`config.mk`:
```
export PLATFORM = sky130hd
export DESIGN_NAME = uart_rx_fifo
export DESIGN_NICKNAME = d
export VERILOG_FILES = /design/src/rtl/uart_rx_fifo.sv
export SDC_FILE = /design/constraint.sdc
export NUM_CORES = 1
export LEC_CHECK = 0
export ABC_AREA = 1
export CELL_PAD_IN_SITES_DETAIL_PLACEMENT = 0
export CELL_PAD_IN_SITES_GLOBAL_PLACEMENT = 1
export CORE_MARGIN = 3
export CORE_UTILIZATION = 45
export DETAILED_ROUTE_END_ITERATION = 6
export PLACE_DENSITY_LB_ADDON = 0.08
export RECOVER_POWER = 50
export SYNTH_ARGS = -nofsm -noshare
export SYNTH_HDL_FRONTEND = slang
export SYNTH_SLANG_ARGS = --single-unit
```
`constraint.sdc`:
```
create_clock -name CLK -period 4.05 [get_ports CLK]
set_input_delay 0.405 -clock CLK [delete_from_list [all_inputs] [get_ports CLK]]
set_output_delay 0.405 -clock CLK [all_outputs]
set_load 0.05 [all_outputs]
```
`src/rtl/uart_rx_fifo.sv`:
```
// uart_rx_fifo: receive-side frame buffer behind the UART RX controller.
// Ports: CLK/RST (async active-low); P_DATA/data_valid/frm_err from the
// deserializer; rd_en -> rd_data/rd_valid (registered pop); empty/full/count
// occupancy; overflow + ovf_clr sticky drop flag; err_cnt + err_clr
// saturating aborted-frame counter.
module uart_rx_fifo #(
    parameter int DATA_WIDTH = 8,
    parameter int DEPTH      = 8,
    parameter int ADDR_WIDTH = 3
) (
    input  logic                  CLK,
    input  logic                  RST,
    input  logic [DATA_WIDTH-1:0] P_DATA,
    input  logic                  data_valid,
    input  logic                  frm_err,
    input  logic                  rd_en,
    output logic [DATA_WIDTH-1:0] rd_data,
    output logic                  rd_valid,
    output logic                  empty,
    output logic                  full,
    output logic [ADDR_WIDTH:0]   count,
    output logic                  overflow,
    input  logic                  ovf_clr,
    output logic [7:0]            err_cnt,
    input  logic                  err_clr
);

    localparam logic [ADDR_WIDTH:0] DEPTH_C = (ADDR_WIDTH + 1)'(DEPTH);

    logic [DATA_WIDTH-1:0] mem [DEPTH];
    logic [ADDR_WIDTH-1:0] wr_ptr;
    logic [ADDR_WIDTH-1:0] rd_ptr;
    logic [ADDR_WIDTH:0]   count_nxt;
    logic                  rd_acc;
    logic                  wr_acc;
    logic                  drop;

    assign empty  = (count == '0);
    assign full   = (count == DEPTH_C);

    // A read at full frees a slot in the same edge, so the write may proceed.
    assign rd_acc = rd_en & ~empty;
    assign wr_acc = data_valid & (~full | rd_acc);
    assign drop   = data_valid & ~wr_acc;

    always_comb begin
        count_nxt = count;
        unique case ({wr_acc, rd_acc})
            2'b10:   count_nxt = count + (ADDR_WIDTH + 1)'(1);
            2'b01:   count_nxt = count - (ADDR_WIDTH + 1)'(1);
            default: count_nxt = count;
        endcase
    end

    // Storage is intentionally left unreset.
    always_ff @(posedge CLK) begin
        if (wr_acc) begin
            mem[wr_ptr] <= P_DATA;
        end
    end

    always_ff @(posedge CLK or negedge RST) begin
        if (!RST) begin
            wr_ptr   <= '0;
            rd_ptr   <= '0;
            count    <= '0;
            rd_data  <= '0;
            rd_valid <= 1'b0;
        end else begin
            count    <= count_nxt;
            rd_valid <= rd_acc;
            if (wr_acc) begin
                wr_ptr <= wr_ptr + ADDR_WIDTH'(1);
            end
            if (rd_acc) begin
                rd_data <= mem[rd_ptr];
                rd_ptr  <= rd_ptr + ADDR_WIDTH'(1);
            end
        end
    end

    // Set has priority over clear so a drop is never lost.
    always_ff @(posedge CLK or negedge RST) begin
        if (!RST) begin
            overflow <= 1'b0;
        end else if (drop) begin
            overflow <= 1'b1;
        end else if (ovf_clr) begin
            overflow <= 1'b0;
        end
    end

    // A clear coinciding with an error counts that error.
    always_ff @(posedge CLK or negedge RST) begin
        if (!RST) begin
            err_cnt <= 8'd0;
        end else if (err_clr) begin
            err_cnt <= frm_err ? 8'd1 : 8'd0;
        end else if (frm_err && (err_cnt != 8'hFF)) begin
            err_cnt <= err_cnt + 8'd1;
        end
    end

endmodule

```
# Word level (Yosys, flattened, before mapping)
# Memories as Yosys holds them, arrays and structs flattened. A register that Yosys moved wholly into a read port is not among the register bits.
# Index checks and enable logic that the tools add are counted.
[op_classes]
eq_ne = 4
n_bitwise = 7
n_reduce_logical = 6
n_addsub = 5
mux = 8
[ops]
columns = ["op", "n"]
rows = [
  ["8-bit two-way mux", 2],
  ["8-bit by 1-bit adder with 8-bit output (second input constant)", 1],
  ["8-bit inequality test (second input constant)", 1],
  ["4-bit one-hot mux with 2 select lines", 1],
  ["3-bit by 1-bit adder with 3-bit output (second input constant)", 2],
  ["2-bit nonzero test", 3],
  ["1-bit two-way mux", 5],
  ["4-bit by 1-bit adder with 4-bit output (second input constant)", 1],
  ["4-bit == test (second input constant)", 1],
  ["4-bit zero test", 1],
  ["4-bit by 1-bit subtractor with 4-bit output (second input constant)", 1],
  ["1-bit AND", 3],
  ["1-bit inverter", 3],
  ["2-bit by 1-bit == test with 1-bit output (second input constant)", 1],
  ["2-bit == test (second input constant)", 1],
  ["1-bit logical AND", 1],
  ["1-bit zero test", 1],
  ["1-bit OR", 1],
]
[totals]
n_memories = 1
reg_bits = 20
output_inout_bits = 24
mem_bits_rw = 64
input_bits = 15
[mem_list]
columns = ["name", "words", "word_bits", "read_ports", "rd_clocked_by_memory_dff", "write_ports", "line_no", "source"]
rows = [
  ["mem", 8, 8, 1, 1, 1, "30", "logic [DATA_WIDTH-1:0] mem [DEPTH];"],
]

# Logic depth before layout (Yosys ltp)
[depth]
depth_word = 8
mapped_depth = 14
ltp_nobuf = 14

# Least setup slack after synthesis
# Ideal clock, no wire load.
[synth_path]
path_kind = "register to register"
start = "register count[0]"
end = "memory mem[1][0] (enable)"
slack_ns = 1.694
arrival_ns = 1.973
stages_incl_launch_ff = 7
setup_ns = 0.383
path_cell_list = "dfrtp_1 > nor2_2 > nand3_1 > inv_1 > nand2_2 > nand2_4 > nor3_1"
[synth_between]
word_cells_on_any_way = 9
classes_between = "eq/ne: 1; mux: 2; bitwise: 5; reduce/logical: 1"
[synth_rtl]
columns = ["item", "line_no", "source"]
rows = [
  ["start, declared", "21", "output logic [ADDR_WIDTH:0] count,"],
  ["start signal, assigned", "70", "count <= count_nxt;"],
  ["4-bit == test", "39", "assign full = (count == DEPTH_C);"],
  ["net full", "20", "output logic full,"],
  ["1-bit inverter", "43", "assign wr_acc = data_valid & (~full | rd_acc);"],
  ["1-bit OR", "43", ""],
  ["1-bit AND", "43", ""],
  ["1-bit two-way mux", "57", "if (wr_acc) begin"],
  ["1-bit two-way mux (not written as such)", "58", "mem[wr_ptr] <= P_DATA;"],
  ["end, declared", "30", ""],
]
# The timed path passes the listed nets, and every way through them passes these cells.

# Worst setup path in the final report
[layout_path]
start = "register count[1]"
end = "memory mem[3][1] (enable)"
[layout_between]
elab_chain_cells = 7
word_cells_on_any_way = 9
classes_between = "eq/ne: 1; mux: 2; bitwise: 5; reduce/logical: 1"
[layout_lines]
columns = ["item", "line_no", "source"]
rows = [
  ["4-bit zero test", "38", "assign empty = (count == '0);"],
  ["1-bit inverter", "42", "assign rd_acc = rd_en & ~empty;"],
  ["1-bit AND", "42", ""],
  ["1-bit OR *", "43", ""],
  ["1-bit AND *", "43", ""],
  ["1-bit two-way mux *", "57", ""],
  ["1-bit two-way mux (not written as such) *", "58", ""],
]
# Mark *: on every way between the ends. The rest lies on a longest branch, timed or not.

==> flow_metrics.env <==
export IMPL_wire_length_of_the_first_global_routing_pass_um=13700
export IMPL_std_cell_rows=33
export IMPL_hold_class="in -> async"
export IMPL_report_final_slew_viol_count=0
export IMPL_dr_total_vias=2586
export IMPL_wl_per_cell_um=17.5
export IMPL_largest_net_degree_at_the_start_of_global_routing=35
export IMPL_final_design_area_no_fill_sq_um=4500
export IMPL_placed_cell_area_sq_um=4350
export IMPL_cts_max_path_buffers=2
export IMPL_drv_cap=0
export IMPL_cts_max_level=3
export IMPL_end_kind="register"
export IMPL_dieArea_sq_um=9800
export IMPL_crit_type="reg -> reg"
export IMPL_clock_insertion_delay_worst_skew_ns=0.36
export IMPL_synthesis_nets=368
export IMPL_multi_input_area_sq_um=1080
export IMPL_wl_um=8660
export IMPL_drcViolationCount=0
export IMPL_final_worst_clock_skew_ns=0.00934
export IMPL_first_global_vias=2587
export IMPL_power_mw=3.12
export IMPL_worst_r2r_path_depth=6
export IMPL_start_kind="register"
export IMPL_outcome="complete, no violations"
export IMPL_post_cts_setup_buffer_count=0
export IMPL_final_fill_count=724
export IMPL_rsz0062_at_grt="false"
export IMPL_antenna_found_initial=0
export IMPL_pwr_density_cell_nw_per_um2=692
export IMPL_setup_total_neg_slack_ns=0
export IMPL_clock_fmax_mhz=362
export IMPL_clock_sink_count=92
export IMPL_r2r_start="count[1]"
export IMPL_postCtsResizedCells=0
export IMPL_syn2layout_area_growth_pct=15.8
export IMPL_root_buf_cell="clkbuf_8"
export IMPL_buffer_ports_inserted=38
export IMPL_timing_critical_path_required_ns=4.02
export IMPL_postSynthAreaPerCell_sq_um=11.2
export IMPL_critical_path_arrival_ns=2.73
export IMPL_cts_buffers=9
export IMPL_start_util_pct=46.9
export IMPL_relSlewSlack_pct=23.0
export IMPL_detailed_place_hpwl_um=5950
export IMPL_layout_area_seq_sq_um=2620
export IMPL_routabilityCongestion=0.799
export IMPL_static_leakage_power_nw=1.72
export IMPL_period_share_pct=68.3
export IMPL_design_core_area_sq_um=8300
export IMPL_syn_instance_count=347
export IMPL_finalCriticalPeriod_ns=2.76
export IMPL_drt_iter0_drc=140
export IMPL_nNetsFinal=407
export IMPL_hold_viol=0
export IMPL_drive_gt1_share_pct=4.60
export IMPL_firstDrtPassIters=4
export IMPL_via_per_inst=5.21
export IMPL_overflow=0
export IMPL_post_synth_instance_area_sq_um=3890
export IMPL_distinct_cell_type_count_of_the_synthesized_netlist=25
export IMPL_grt_util_all_layers_pct=18.8
export IMPL_cts_tree="built"
export IMPL_die_h_um=99.0
export IMPL_design_portCount=39
export IMPL_n_antenna_cell=0
export IMPL_post_route_util_pct=54.3
export IMPL_clkSlewWorstSetupHoldPaths_ns=0.09
export IMPL_ant_nets=0
export IMPL_yosys_warnings=0
export IMPL_cts_hold_repair_buffers=0
export IMPL_path_max_fanout=14
export IMPL_synth_seq_area_share_pct=67.4
export IMPL_setup_viol=0
export IMPL_synth_seq_cells=92
export IMPL_worst_pin_slew_ns=1.15
export IMPL_die_x_um=99.0
export IMPL_peakVddDrop_mv=0.318
export IMPL_worstSetupStartpoint="count[1]"
## cell families after synthesis
logic type	after synthesis	share of synthesized area, %
compound gates	63	9.23
xor+xnor	7	1.58
fa+ha+maj	6	2.12
buf+inv	38	4.18
flops	92	67.4
simple gates	141	15.5
## power breakdown
group          internal (mW)  switching (mW)  total (mW)
logic                  0.372           0.800        1.17
clock network          0.279           0.308       0.588
registers               1.19           0.161        1.36
## area by class of cell
cell class                      instances  area share (%)
Inverter                               26            2.17
Clock inverter                          6            1.22
Timing Repair Buffer                   40            8.70
Multi-Input combinational cell        217            23.9
Sequential cell                        92            58.2
Tap cell                              105            2.92
Clock buffer                           10            2.83
## per-stage QoR
| stage | std cells | hold slack (ns) | worst slack [ns] |
|---|---|---|---|
| finish | 496 | 0.440 | 1.29 |
| global route | 496 | 0.466 | 1.04 |
| CTS | 496 | 0.373 | 1.61 |
| detailed placement | 480 | 0.477 | 1.50 |
| global placement | 480 | 0.477 | 1.57 |
| floorplan | 347 | 0.109 | 1.69 |
## path summary, 6_finish.rpt
kind | end | slack [ns]
min in group CLK | rd_data[1] | 0.50
worst min-delay path | err_cnt[0] | 0.44
worst max register to register | mem[3][1] | 1.29
max in group asynchronous | wr_ptr[2] | 2.32
worst min register to register | rd_data[1] | 0.50
worst max-delay path | mem[3][1] | 1.29
## per-layer routing
layer  vias up  part of all wire, %  track usage [%]
met4         0                  2.6             8.30
li1       1273                    -                -
met1      1227                   46             26.1
met3        19                  4.3             3.04
met5         -                    0                0
met2        67                   47             29.2
## registers in the layout, indices dropped and copies added, names as in the netlist
signal,flops
wr_ptr,3
rd_ptr,3
rd_valid,1
overflow,1
rd_data,8
mem,64
err_cnt,8
count,4
## worst max-delay path, cell delays in order (launching register included)
cell and delay, ns:
dfrtp_1 0.46, nor2_1 0.10, nand2_2 0.07, nand2_1 0.31
nand2_1 0.26, nand2_1 0.23, nor3_1 0.94
## layout by cell type, fill, tap and decap left out, types with 14 or more instances in the layout
| master | count |
|---|---|
| inv_1 | 24 |
| o211ai_1 | 16 |
| clkdlybuf4s50_1 | 29 |
| nor2_1 | 62 |
| o21ai_1 | 14 |
| nand3_1 | 24 |
| edfxtp_1 | 64 |
| nand2_1 | 47 |
| dfrtp_1 | 28 |
| o21ai_0 | 26 |
## cells in the mapped netlist (all sizes together)
library cell	number	area [sq um]
o21bai	1	7.51
xnor2	1	8.76
dfrtp	28	701
nor2	62	238
buf	12	65.1
o22ai	1	6.26
ha	5	62.6
inv	25	93.8
nand3	24	120
nor3	4	20.0
nand4	1	6.26
edfxtp	64	1920
fa	1	20.0
xor2	6	52.6
a21oi	5	25.0
o21ai	40	200
nand2	50	218
o211ai	16	120
clkinv	1	3.75
Note: power is estimated with default switching activity, not from simulation.
